[src/rtl/bin2bcd_seq.sv]
`default_nettype none
// ============================================================================
// Module      : bin2bcd_seq
// Description : Sequential binary-to-BCD converter (iterative shift-add-3),
//               one IN_W-bit value to DIGITS decimal digits per conversion.
// Revision    : 1.0 - initial release
// ============================================================================
module bin2bcd_seq #(
    parameter int          IN_W    = 32,
    parameter int          DIGITS  = 8,
    parameter int unsigned MAX_VAL = 99999999
) (
    input  logic            i_clk,
    input  logic            i_rst_n,
    input  logic            i_start,
    input  logic [IN_W-1:0] i_bin,
    output logic            o_busy,
    output logic            o_done,
    output logic            o_ovf,
    output logic [6:0]      o_digit0,
    output logic [6:0]      o_digit1,
    output logic [6:0]      o_digit2,
    output logic [6:0]      o_digit3,
    output logic [6:0]      o_digit4,
    output logic [6:0]      o_digit5,
    output logic [6:0]      o_digit6,
    output logic [6:0]      o_digit7
);

    localparam int               CNT_W       = (IN_W > 1) ? $clog2(IN_W) : 1;
    localparam int               SCR_W       = 4 * DIGITS;
    localparam logic [CNT_W-1:0] C_CNT_LAST  = CNT_W'(IN_W - 1);
    localparam logic [IN_W-1:0]  C_MAX       = IN_W'(MAX_VAL);
    localparam logic [SCR_W-1:0] C_ALL_NINES = {DIGITS{4'h9}};

    typedef enum logic [1:0] {
        S_IDLE  = 2'd0,
        S_SHIFT = 2'd1,
        S_DONE  = 2'd2
    } state_t;

    state_t             state_q,    state_d;
    logic [IN_W-1:0]    bin_q,      bin_d;
    logic [SCR_W-1:0]   scr_q,      scr_d;
    logic [CNT_W-1:0]   cnt_q,      cnt_d;
    logic               ovf_pend_q, ovf_pend_d;
    logic [SCR_W-1:0]   digits_q,   digits_d;
    logic               ovf_q,      ovf_d;
    logic               done_q,     done_d;
    logic [SCR_W-1:0]   w_scr_adj;

    // Add-3 correction on every nibble, applied to pre-shift values in parallel
    generate
        for (genvar g = 0; g < DIGITS; g++) begin : g_add3
            assign w_scr_adj[4*g +: 4] = (scr_q[4*g +: 4] >= 4'd5) ?
                                         (scr_q[4*g +: 4] + 4'd3) :
                                          scr_q[4*g +: 4];
        end
    endgenerate

    always_ff @(posedge i_clk or negedge i_rst_n) begin
        if (!i_rst_n) begin
            state_q    <= S_IDLE;
            bin_q      <= '0;
            scr_q      <= '0;
            cnt_q      <= '0;
            ovf_pend_q <= 1'b0;
            digits_q   <= '0;
            ovf_q      <= 1'b0;
            done_q     <= 1'b0;
        end else begin
            state_q    <= state_d;
            bin_q      <= bin_d;
            scr_q      <= scr_d;
            cnt_q      <= cnt_d;
            ovf_pend_q <= ovf_pend_d;
            digits_q   <= digits_d;
            ovf_q      <= ovf_d;
            done_q     <= done_d;
        end
    end

    always_comb begin
        state_d    = state_q;
        bin_d      = bin_q;
        scr_d      = scr_q;
        cnt_d      = cnt_q;
        ovf_pend_d = ovf_pend_q;
        digits_d   = digits_q;
        ovf_d      = ovf_q;
        done_d     = 1'b0;

        case (state_q)
            S_IDLE: begin
                if (i_start) begin
                    bin_d      = i_bin;
                    scr_d      = '0;
                    cnt_d      = '0;
                    ovf_pend_d = (i_bin > C_MAX);
                    state_d    = S_SHIFT;
                end
            end
            S_SHIFT: begin
                scr_d = {w_scr_adj[SCR_W-2:0], bin_q[IN_W-1]};
                bin_d = {bin_q[IN_W-2:0], 1'b0};
                cnt_d = cnt_q + CNT_W'(1);
                if (cnt_q == C_CNT_LAST) begin
                    state_d = S_DONE;
                end
            end
            S_DONE: begin
                // Saturated inputs display all nines regardless of scratch contents
                digits_d = ovf_pend_q ? C_ALL_NINES : scr_q;
                ovf_d    = ovf_pend_q;
                done_d   = 1'b1;
                state_d  = S_IDLE;
            end
            default: begin
                state_d = S_IDLE;
            end
        endcase
    end

    assign o_busy   = (state_q != S_IDLE);
    assign o_done   = done_q;
    assign o_ovf    = ovf_q;
    assign o_digit0 = {3'b000, digits_q[ 3: 0]};
    assign o_digit1 = {3'b000, digits_q[ 7: 4]};
    assign o_digit2 = {3'b000, digits_q[11: 8]};
    assign o_digit3 = {3'b000, digits_q[15:12]};
    assign o_digit4 = {3'b000, digits_q[19:16]};
    assign o_digit5 = {3'b000, digits_q[23:20]};
    assign o_digit6 = {3'b000, digits_q[27:24]};
    assign o_digit7 = {3'b000, digits_q[31:28]};

endmodule
`default_nettype wire

[config.mk]
export PLATFORM = sky130hd
export DESIGN_NAME = bin2bcd_seq
export DESIGN_NICKNAME = d
export VERILOG_FILES = /design/src/rtl/bin2bcd_seq.sv
export SDC_FILE = /design/constraint.sdc
export NUM_CORES = 1
export LEC_CHECK = 0
export ABC_AREA = 1
export CORE_ASPECT_RATIO = 0.75
export CORE_MARGIN = 2
export CORE_UTILIZATION = 57
export DETAILED_ROUTE_END_ITERATION = 6
export GPL_TIMING_DRIVEN = 1
export PLACE_DENSITY = 0.86
export SETUP_SLACK_MARGIN = 0.05
export SLEW_MARGIN = 25
export SYNTH_ARGS = -nofsm -noshare
export SYNTH_HDL_FRONTEND = slang
export SYNTH_SLANG_ARGS = --single-unit
[constraint.sdc]
create_clock -name i_clk -period 3.1 [get_ports i_clk]
set_clock_uncertainty 0.1 [all_clocks]
set_input_delay 0.62 -clock i_clk [delete_from_list [all_inputs] [get_ports i_clk]]
set_output_delay 0.62 -clock i_clk [all_outputs]
set_load 0.02 [all_outputs]
==> metrics.csv, run 1 <==
stage,metric,value,unit
floorplanning,Die X,113.2,µm
sta,setup tns final,0,ps
power_and_ir_drop,Pleak,2.931,nW
power_and_ir_drop,PwrDens,999.7,mW/mm²
worst_setup_path,critical path launch point,state_q[0],
sta,# setup viols final,0,
sta,Worst slew margin,0.4007,
sta,final hold vios,0,
worst_setup_path,CP endpoint kind,output pin,
grt,vias in the first global route,4121,
finish,final net count,674,
worst_setup_path,Crit path required time,2380,ps
clock_network,H-tree depth,3,
outcome,outcome,"finished, violations left",
place,IO Port Bufs,69,
sta,Final Worst Setup Slack,800.2,ps
logic_synthesis,yosys warns,0,
power_and_ir_drop,Power Total,6.062,mW
sta,Max Fclk,434.8,MHz
clock_network,Worst-path clk slew,70,ps
sta,RSZ-0062 raised after global routing,false,
sta,Slew Limit Fails,0,
clock_network,# hold bufs at CTS,0,
clock_network,number of buffers created by CTS,9,
logic_synthesis,"FF+latch count, synth",106,
worst_setup_path,CP Max Fanout,3,
grt,largest net degree at the start of global routing,54,
place,Detail Placement HPWL,7749,µm
drt,drt wl/cell,16.24,µm
drt,final antenna-violating net count,0,
clock_network,clk buf depth,2,
logic_synthesis,count of unique library cells instantiated by Yosys,30,
place,gpl congestion,0.8258,
worst_setup_path,"Data arrival, critical path",1580,ps
floorplanning,die area,0.009725,mm²
logic_synthesis,Synth Cell Area,0.005099,mm²
finish,Ant. Diodes,0,
worst_setup_path,CP Class,reg2out,
drt,via count,4168,
clock_network,PostCTS Resize Cnt,0,
floorplanning,row count,29,
run,Max-cap violations,0,
finish,fill count,626,
drt,1st-iter DRT viols,415,
sta,Tightest Pin Transition,897.7,ps
drt,DRC,7,
grt,first-pass GRT wire length,19600,µm
drt,Initial DRT Pass Iterations,7,
grt,GRT Overall Usage,0.2533,
place,placed instance count,718,
sta,Worst Hold Margin,139.9,ps
worst_setup_path,startpoint class of the critical path,flip-flop,
finish,Register Area,0.002653,mm²
worst_hold_path,Hold WC Path Type,in2async,
sta,Final Cycle Share,0.7419,
clock_network,clk sinks,106,
logic_synthesis,Post-Syn Instances,558,
outcome,failing checks,design-rule violations,
grt,total congestion overflow,0,
worst_setup_path,CP Cell Sequence,"nor2_2, inv_1, clkdlybuf4s50_1",
floorplanning,Initial Util,0.5954,
drt,Total Wirelength,11920,µm
clock_network,clk root buf,clkbuf_16,
floorplanning,Die Span Y,85.91,µm
place,Setup WS pre-CTS,775.5,ps
worst_setup_path,Max stage delay on crit path,530,ps
clock_network,CTS tree,yes,
finish,post-route insts no fill,734,
finish,share of cells above drive strength 1,0.07827,
finish,area of the multi-input gates,0.002028,mm²
power_and_ir_drop,maximum VDD drop,0.4849,mV
worst_setup_path,reg-to-reg startpoint,state_q[1],
worst_setup_path,slowest CP cell,clkdlybuf4s50_1,
drt,DR vias/cell,5.678,
logic_synthesis,register area share after synthesis,0.5202,
grt,initial antenna violation count,0,
floorplanning,Ports,94,
logic_synthesis,"Avg Cell Area, Syn",9.137,µm²
finish,Area Growth Syn to Fin,18.92,%
clock_network,post-CTS setup buffers,0,
sta,Tmin final,2300,ps
floorplanning,area of the core,0.008563,mm²
clock_network,Clock Latency Late Sink,350,ps
[registers in the layout (all words and copies together) (netlist names)]
signal,flops
ovf_pend_q,1
bin_q,32
o_done,1
o_ovf,1
digits_q,32
cnt_q,5
state_q,2
scr_q,32
[worst max-delay path, delay by kind of cell (launching register included)]
family	cells	cell delay (ps)
AND/OR/NAND/NOR	1	210
flip-flops	1	430
buffers and inverters	2	590
[where the power goes]
group | switching, mW | internal [mW]
Clock | 0.490 | 0.646
Combinational | 1.65 | 0.978
Sequential | 0.365 | 1.93
[layout by cell type (no fill, tap or decap)]
| master | synthesis | layout |
|---|---|---|
| a32o_1 | 1 | 1 |
| o21ai_0 | 61 | 61 |
| buf_4 | 25 | 4 |
| xor2_1 | 8 | 8 |
| nor2_8 | 1 | 1 |
| o22ai_1 | 17 | 17 |
| a22oi_1 | 24 | 24 |
| o221ai_1 | 6 | 6 |
| o21ai_2 | 10 | 10 |
| nand2_2 | 3 | 3 |
| nor3_1 | 1 | 1 |
| bufinv_16 | 0 | 1 |
| a22o_1 | 2 | 2 |
| clkbuf_1 | 4 | 1 |
| clkinv_4 | 0 | 1 |
| nor2_2 | 1 | 1 |
| clkbuf_8 | 0 | 1 |
| or2_2 | 8 | 8 |
| buf_12 | 0 | 1 |
| clkdlybuf4s50_1 | 0 | 68 |
| clkinv_2 | 0 | 3 |
| nor2_1 | 31 | 31 |
| nor2_4 | 1 | 1 |
| nand2_1 | 102 | 102 |
| inv_4 | 1 | 1 |
| inv_2 | 4 | 4 |
| ha_1 | 18 | 18 |
| nand3_1 | 11 | 11 |
| conb_1 | 1 | 24 |
| inv_1 | 53 | 53 |
| a21oi_1 | 41 | 41 |
| clkbuf_16 | 0 | 9 |
| dfrtp_1 | 106 | 106 |
| nand4_1 | 2 | 2 |
[final cells by class]
cell class              instances  area share
flip-flops and latches        106      0.4375
multi-input cells             373      0.3345
repair buffers                 73      0.1205
clock buffers                  11     0.04003
inverters                      58     0.03632
well taps                     108     0.02229
clock inverters                 5    0.008873
[cells by family after synthesis]
| kind of cell | count (synthesis) | share of synthesized area |
|---|---|---|
| other cells | 1 | 0.0007355 |
| buf+inv | 102 | 0.09889 |
| flops | 106 | 0.5202 |
| fa+ha+maj | 18 | 0.04417 |
| xor+xnor | 8 | 0.01374 |
| simple gates | 161 | 0.1330 |
| compound gates | 162 | 0.1892 |
[final timing paths]
check | end | slack (ps) | cells after the start
max | o_busy | 800 | 3
max in group asynchronous | bin_q[21] | 2040 | 2
min in group i_clk | scr_q[0] | 380 | 2
min reg2reg | scr_q[0] | 380 | 2
min | digits_q[15] | 140 | 1
max reg2reg | scr_q[13] | 890 | 5
[stage by stage]
step,area [µm²],utilization
after CTS,6063,0.7081
after global routing,6063,0.7081
final,6063,0.7081
after global placement,5767,0.6734
after floorplan,5185,-
after detailed placement,5767,0.6734
[cell usage after synthesis]
cell	number	area, µm²
a21oi_1	41	205.2
nand3_1	11	55.05
nor2_2	1	6.260
inv_4	1	6.260
inv_1	53	198.9
o221ai_1	6	52.55
buf_6	1	11.26
or2_2	8	50.05
nor2_4	1	11.26
o21ai_0	61	305.3
nand2_1	102	382.9
nand4_1	2	12.51
ha_1	18	225.2
clkbuf_2	1	5.000
conb_1	1	3.750
inv_2	4	15.01
o21ai_2	10	87.58
o22ai_1	17	106.4
nor3_1	1	5.000
a22oi_1	24	180.2
nand2_2	3	18.77
nor2_1	31	116.4
a22o_1	2	17.52
a32o_1	1	10.01
buf_4	25	187.7
buf_2	13	65.06
xor2_1	8	70.07
nor2_8	1	20.02
dfrtp_1	106	2653
clkbuf_1	4	15.01
[per-layer routing]
metal / GRT usage / up-vias / wire (µm)
li1: - / 1936 / -
met3: 0.05300 / 28 / 718
met4: 0.07206 / 0 / 212
met2: 0.4203 / 167 / 5865
met1: 0.3430 / 2037 / 5127
met5: 0 / - / 0
(Power assumes the default switching activity.)
==> run 2: changes to the inputs <==
--- a/config.mk
+++ b/config.mk
@@ -8,10 +8,10 @@
 export ABC_AREA = 1
 export CORE_ASPECT_RATIO = 0.75
 export CORE_MARGIN = 2
-export CORE_UTILIZATION = 57
+export CORE_UTILIZATION = 53
 export DETAILED_ROUTE_END_ITERATION = 6
 export GPL_TIMING_DRIVEN = 1
-export PLACE_DENSITY = 0.86
+export PLACE_DENSITY = 0.81
 export SETUP_SLACK_MARGIN = 0.05
 export SLEW_MARGIN = 25
 export SYNTH_ARGS = -nofsm -noshare
==> constraint.sdc (replaced) <==
create_clock -name i_clk -period 2.25 [get_ports i_clk]
set_clock_uncertainty 0.1 [all_clocks]
set_input_delay 0.45 -clock i_clk [delete_from_list [all_inputs] [get_ports i_clk]]
set_output_delay 0.45 -clock i_clk [all_outputs]
set_load 0.02 [all_outputs]
==> run 2 against run 1 <==
The run now ends clean. Power grew 37%. Critical path depth did not move. Core utilization decreased by 4.0 points. Worst hold slack improved by 240 ps. Critical path type unchanged. Critical endpoint unchanged. Largest power group unchanged.
==> metrics.csv, run 2 (synthesis gave the netlist of run 1 again) <==
stage,metric,value,unit
finish,share of cells above drive strength 1,0.08517,
worst_setup_path,"Buf+Inv Stages, Crit Path",2,
place,placed cell areas,0.005844,mm²
finish,fill count,725,
grt,vias in the first global route,4115,
outcome,outcome,"complete, no violations",
worst_setup_path,flop2flop setup slack,490,ps
finish,area of the multi-input gates,0.002028,mm²
grt,largest net degree at the start of global routing,35,
floorplanning,Ports,94,
floorplanning,area of the core,0.009196,mm²
worst_hold_path,Hold EP,digits_q[26],
worst_setup_path,reg2reg path depth,6,
clock_network,Worst-path clk slew,70,ps
floorplanning,row count,30,
finish,post-route cell area,0.006143,mm²
clock_network,Clock Latency Late Sink,350,ps
floorplanning,die area,0.01043,mm²
worst_hold_path,Hold WC Path Type,reg2reg,
place,IO Port Bufs,69,
clock_network,CTS tree,yes,
drt,final antenna-violating net count,0,
worst_setup_path,Reg-to-Reg End,bin_q[28],
worst_setup_path,reg-to-reg startpoint,state_q[0],
worst_hold_path,hold path depth,2,
clock_network,clk root buf,clkbuf_16,
sta,Worst slew margin,0.6347,
worst_setup_path,CP Cell Sequence,"nor2_2, inv_1, clkdlybuf4s50_1",
sta,Final Worst Setup Slack,127.8,ps
floorplanning,Die Span Y,88.94,µm
worst_setup_path,CP Class,reg2out,
sta,setup tns final,0,ps
run,Max-cap violations,0,
drt,DRC,0,
worst_setup_path,critical path depth,3,
grt,total congestion overflow,0,
power_and_ir_drop,maximum VDD drop,0.6565,mV
sta,Tightest Pin Transition,547.1,ps
finish,post-route insts no fill,762,
finish,Regs by FF count,"bin_q (32), digits_q (32), scr_q (32)",
finish,final net count,682,
clock_network,H-tree depth,3,
worst_setup_path,Top delay family on crit path,buffers and inverters,
worst_hold_path,worst min-delay path startpoint,digits_q[26],
drt,1st-iter DRT viols,263,
drt,DR vias/cell,5.478,
sta,RSZ-0062 raised after global routing,false,
drt,Total Wirelength,11600,µm
worst_setup_path,startpoint class of the critical path,flip-flop,
floorplanning,Initial Util,0.5544,
sta,Slew Limit Fails,0,
power_and_ir_drop,Pleak,2.948,nW
place,Setup WS pre-CTS,195.1,ps
clock_network,PostCTS Resize Cnt,0,
drt,drt wl/cell,15.22,µm
place,placed instance count,745,
clock_network,number of buffers created by CTS,9,
worst_setup_path,"Data arrival, critical path",1570,ps
finish,Layout Utilization,0.6680,
sta,final hold vios,0,
grt,initial antenna violation count,0,
worst_setup_path,Crit path required time,1700,ps
finish,Ant. Diodes,0,
worst_setup_path,CP endpoint kind,output pin,
power_and_ir_drop,Power Total,8.334,mW
worst_setup_path,slowest CP cell,clkdlybuf4s50_1,
clock_network,clk sinks,106,
finish,Register Area,0.002653,mm²
drt,Initial DRT Pass Iterations,5,
clock_network,post-CTS setup buffers,0,
drt,via count,4174,
finish,Area Growth Syn to Fin,20.49,%
sta,Tmin final,2122,ps
grt,first-pass GRT wire length,19210,µm
clock_network,# hold bufs at CTS,1,
floorplanning,Die X,117.3,µm
grt,GRT Overall Usage,0.2388,
worst_setup_path,CP Max Fanout,3,
place,gpl congestion,0.8729,
power_and_ir_drop,PwrDens,1357,mW/mm²
sta,Worst Hold Margin,381.2,ps
sta,Max Fclk,471.2,MHz
place,Detail Placement HPWL,8061,µm
clock_network,clk buf depth,2,
finish,"most common cell after layout, fill and taps aside",dfrtp_1,
worst_setup_path,Max stage delay on crit path,530,ps
sta,# setup viols final,0,
sta,Final Cycle Share,0.9432,
finish,"commonest cells after routing, fill and taps aside","dfrtp_1 (106), nand2_1 (102), clkdlybuf4s50_1 (68)",
run 2: final cells by class:
cell class              count  share of cell area
clock buffers              12             0.03849
repair buffers             81              0.1291
flip-flops and latches    106              0.4318
clock inverters             4            0.008554
inverters                  58             0.03585
multi-input cells         373              0.3301
well taps                 128             0.02607
run 2: how the worst max path moves through the flow:
stage                      endpoint  slack [ps]        from
after floorplan           scr_q[30]         760   scr_q[28]
after global routing         o_busy          70  state_q[0]
after detailed placement  bin_q[28]         200     i_start
after CTS                    o_busy         100  state_q[0]
final                        o_busy         130  state_q[0]
after global placement    bin_q[29]         260     i_start
run 2: layer usage:
metal	vias up	track usage	share of wire
li1	1959	-	-
met1	2058	0.3227	0.44
met2	133	0.3835	0.49
met3	24	0.04610	0.053
met4	0	0.09947	0.019
met5	-	0	0
run 2: worst reg2reg max path: stages (launching register included):
cell and delay [ps]:
dfrtp_1 440, nand2_2 110, buf_4 260, nand2_2 110, inv_2 400, a22oi_1 130
o21ai_0 120
run 2: where the power goes:
part / switching [mW] / internal [mW] / leakage [nW] / total [mW]
Clock: 0.688 / 0.865 / 0.129 / 1.55
Sequential: 0.501 / 2.66 / 1.30 / 3.16
Combinational: 2.22 / 1.40 / 1.51 / 3.62
==> run 3: changes to the inputs <==
--- a/config.mk
+++ b/config.mk
@@ -6,14 +6,17 @@
 export NUM_CORES = 1
 export LEC_CHECK = 0
 export ABC_AREA = 1
+export CAP_MARGIN = 20
 export CORE_ASPECT_RATIO = 0.75
 export CORE_MARGIN = 2
 export CORE_UTILIZATION = 53
 export DETAILED_ROUTE_END_ITERATION = 6
 export GPL_TIMING_DRIVEN = 1
 export PLACE_DENSITY = 0.81
+export RECOVER_POWER = 25
 export SETUP_SLACK_MARGIN = 0.05
 export SLEW_MARGIN = 25
 export SYNTH_ARGS = -nofsm -noshare
 export SYNTH_HDL_FRONTEND = slang
 export SYNTH_SLANG_ARGS = --single-unit
+export TNS_END_PERCENT = 50
==> run 3 against run 2 <==
Sequential cell count unchanged. Final area decreased by 0.31%. Sequential share of layout area increased by 0.13 points. Setup slack got worse by 1.8 ps. Clock-buffer cell count unchanged. Global-route usage unchanged. Sequential power about the same.
==> metrics.csv, run 3 (synthesis gave the netlist of run 1 again) <==
stage,metric,value,unit
sta,Max Fclk,470.8,MHz
sta,Worst slew margin,0.3743,
drt,DR vias/cell,5.467,
finish,fill count,729,
floorplanning,Die Span Y,88.94,µm
place,Detail Placement HPWL,8061,µm
drt,DR WL met3,625,µm
sta,Slew Limit Fails,0,
sta,# setup viols final,0,
grt,total congestion overflow,0,
drt,drt wl/cell,15.23,µm
worst_hold_path,Hold WC Path Type,reg2reg,
grt,GRT Overall Usage,0.2388,
worst_setup_path,CP Max Fanout,3,
drt,Total Wirelength,11610,µm
sta,Tightest Pin Transition,938.5,ps
grt,vias in the first global route,4115,
drt,1st-iter DRT viols,280,
worst_setup_path,Reg-to-Reg End,digits_q[28],
worst_setup_path,CP Cell Sequence,"nor2_2, inv_1, clkdlybuf4s50_1",
worst_setup_path,Max stage delay on crit path,540,ps
drt,DRC,0,
clock_network,Clock Latency Late Sink,340,ps
worst_setup_path,CP Class,reg2out,
place,gpl congestion,0.8729,
finish,"most common cell after layout, fill and taps aside",dfrtp_1,
worst_hold_path,worst min-delay path startpoint,digits_q[26],
power_and_ir_drop,maximum VDD drop,0.6443,mV
grt,initial antenna violation count,0,
clock_network,PostCTS Resize Cnt,0,
clock_network,clk root buf,clkbuf_16,
worst_setup_path,reg2reg path depth,4,
place,Setup WS pre-CTS,195.1,ps
clock_network,Worst-path clk slew,70,ps
finish,Area Growth Syn to Fin,20.12,%
sta,Tmin final,2124,ps
worst_setup_path,slowest CP cell,clkdlybuf4s50_1,
finish,Regs by FF count,"bin_q (32), digits_q (32), scr_q (32)",
clock_network,H-tree depth,3,
run,Max-cap violations,0,
floorplanning,Die X,117.3,µm
drt,met2 wire length,5699,µm
outcome,outcome,"complete, no violations",
clock_network,clk sinks,106,
floorplanning,Initial Util,0.5544,
power_and_ir_drop,Pleak,2.938,nW
clock_network,clk buf depth,2,
finish,"commonest cells after routing, fill and taps aside","dfrtp_1 (106), nand2_1 (102), clkdlybuf4s50_1 (68)",
drt,via count,4166,
worst_setup_path,CP endpoint kind,output pin,
drt,Initial DRT Pass Iterations,5,
sta,Final Worst Setup Slack,126.0,ps
sta,RSZ-0062 raised after global routing,false,
drt,final antenna-violating net count,0,
finish,final net count,682,
worst_setup_path,flop2flop setup slack,460,ps
worst_setup_path,Crit path required time,1700,ps
worst_hold_path,Hold EP,digits_q[26],
worst_hold_path,hold path depth,2,
place,IO Port Bufs,69,
finish,Ant. Diodes,0,
clock_network,number of buffers created by CTS,9,
floorplanning,area of the core,0.009196,mm²
drt,Met1 Wirelength,5031,µm
floorplanning,Ports,94,
power_and_ir_drop,PwrDens,1359,mW/mm²
floorplanning,die area,0.01043,mm²
finish,share of cells above drive strength 1,0.08360,
drt,highest routed layer,met4,
grt,largest net degree at the start of global routing,35,
grt,first-pass GRT wire length,19210,µm
floorplanning,row count,30,
sta,final hold vios,0,
worst_setup_path,"Data arrival, critical path",1570,ps
sta,setup tns final,0,ps
sta,Final Cycle Share,0.9440,
worst_setup_path,startpoint class of the critical path,flip-flop,
clock_network,post-CTS setup buffers,0,
worst_setup_path,reg-to-reg startpoint,state_q[0],
clock_network,CTS tree,yes,
## run 3: cell count changes in the layout (fill, tap and decap cells not counted), sizes merged
cell and delta:
buf -3, clkbuf +3
## run 3: how the worst max path moves through the flow
| stage | from | to | slack, ps | depth (start not counted) |
|---|---|---|---|---|
| 4_1_cts | state_q[0] | o_busy | 100 | 3 |
| 5_1_grt | state_q[0] | o_busy | 70 | 3 |
| 3_3_place_gp | i_start | bin_q[29] | 260 | 6 |
| 6_report | state_q[0] | o_busy | 130 | 3 |
| 2_1_floorplan | scr_q[28] | scr_q[30] | 760 | 10 |
| 3_5_place_dp | i_start | bin_q[28] | 200 | 6 |
## run 3: timing repair
| item | in CTS | in global routing |
|---|---|---|
| hold buffers | 1 | 0 |
| endpoints found under the hold margin | 30 | 0 |
| endpoints found under the setup margin | 0 | 0 |
## run 3: layout make-up
type | count | area (µm²) | area share
clock buffers | 12 | 236.5 | 0.03861
well taps | 128 | 160.2 | 0.02615
inverters | 58 | 220.2 | 0.03596
flip-flops and latches | 106 | 2653 | 0.4331
multi-input cells | 373 | 2028 | 0.3312
clock inverters | 4 | 52.55 | 0.008580
repair buffers | 81 | 774.5 | 0.1265
## run 3: metal layers
layer | vias to the layer above | GRT usage
met5 | - | 0
met4 | 0 | 0.09947
met3 | 25 | 0.04610
met2 | 142 | 0.3835
met1 | 2039 | 0.3227
li1 | 1960 | -
## run 3: stage by stage
stage / total power, mW / util / instance area (µm²) / std cells / hold WS, ps
after floorplan: 5.697 / - / 5185 / 581 / 54.41
after global placement: 6.472 / 0.6355 / 5844 / 745 / 319.5
after detailed placement: 6.738 / 0.6355 / 5844 / 745 / 330.3
after CTS: 8.328 / 0.6680 / 6143 / 762 / 386.0
after global routing: 9.014 / 0.6660 / 6125 / 762 / 404.3
final: 8.323 / 0.6660 / 6125 / 762 / 381.2
## run 3: critical path, delay by kind of cell (launching register included)
kind	cells	cell delay, ps
buffers and inverters	2	590
flip-flops	1	450
AND/OR/NAND/NOR	1	200
## run 3: where the power goes
group          switching, mW  total, mW  leakage, nW  internal, mW
Sequential             0.502       3.16         1.30          2.66
Clock                  0.686       1.55        0.129         0.865
Combinational           2.22       3.62         1.51          1.40
Total                   3.41       8.32         2.94          4.92
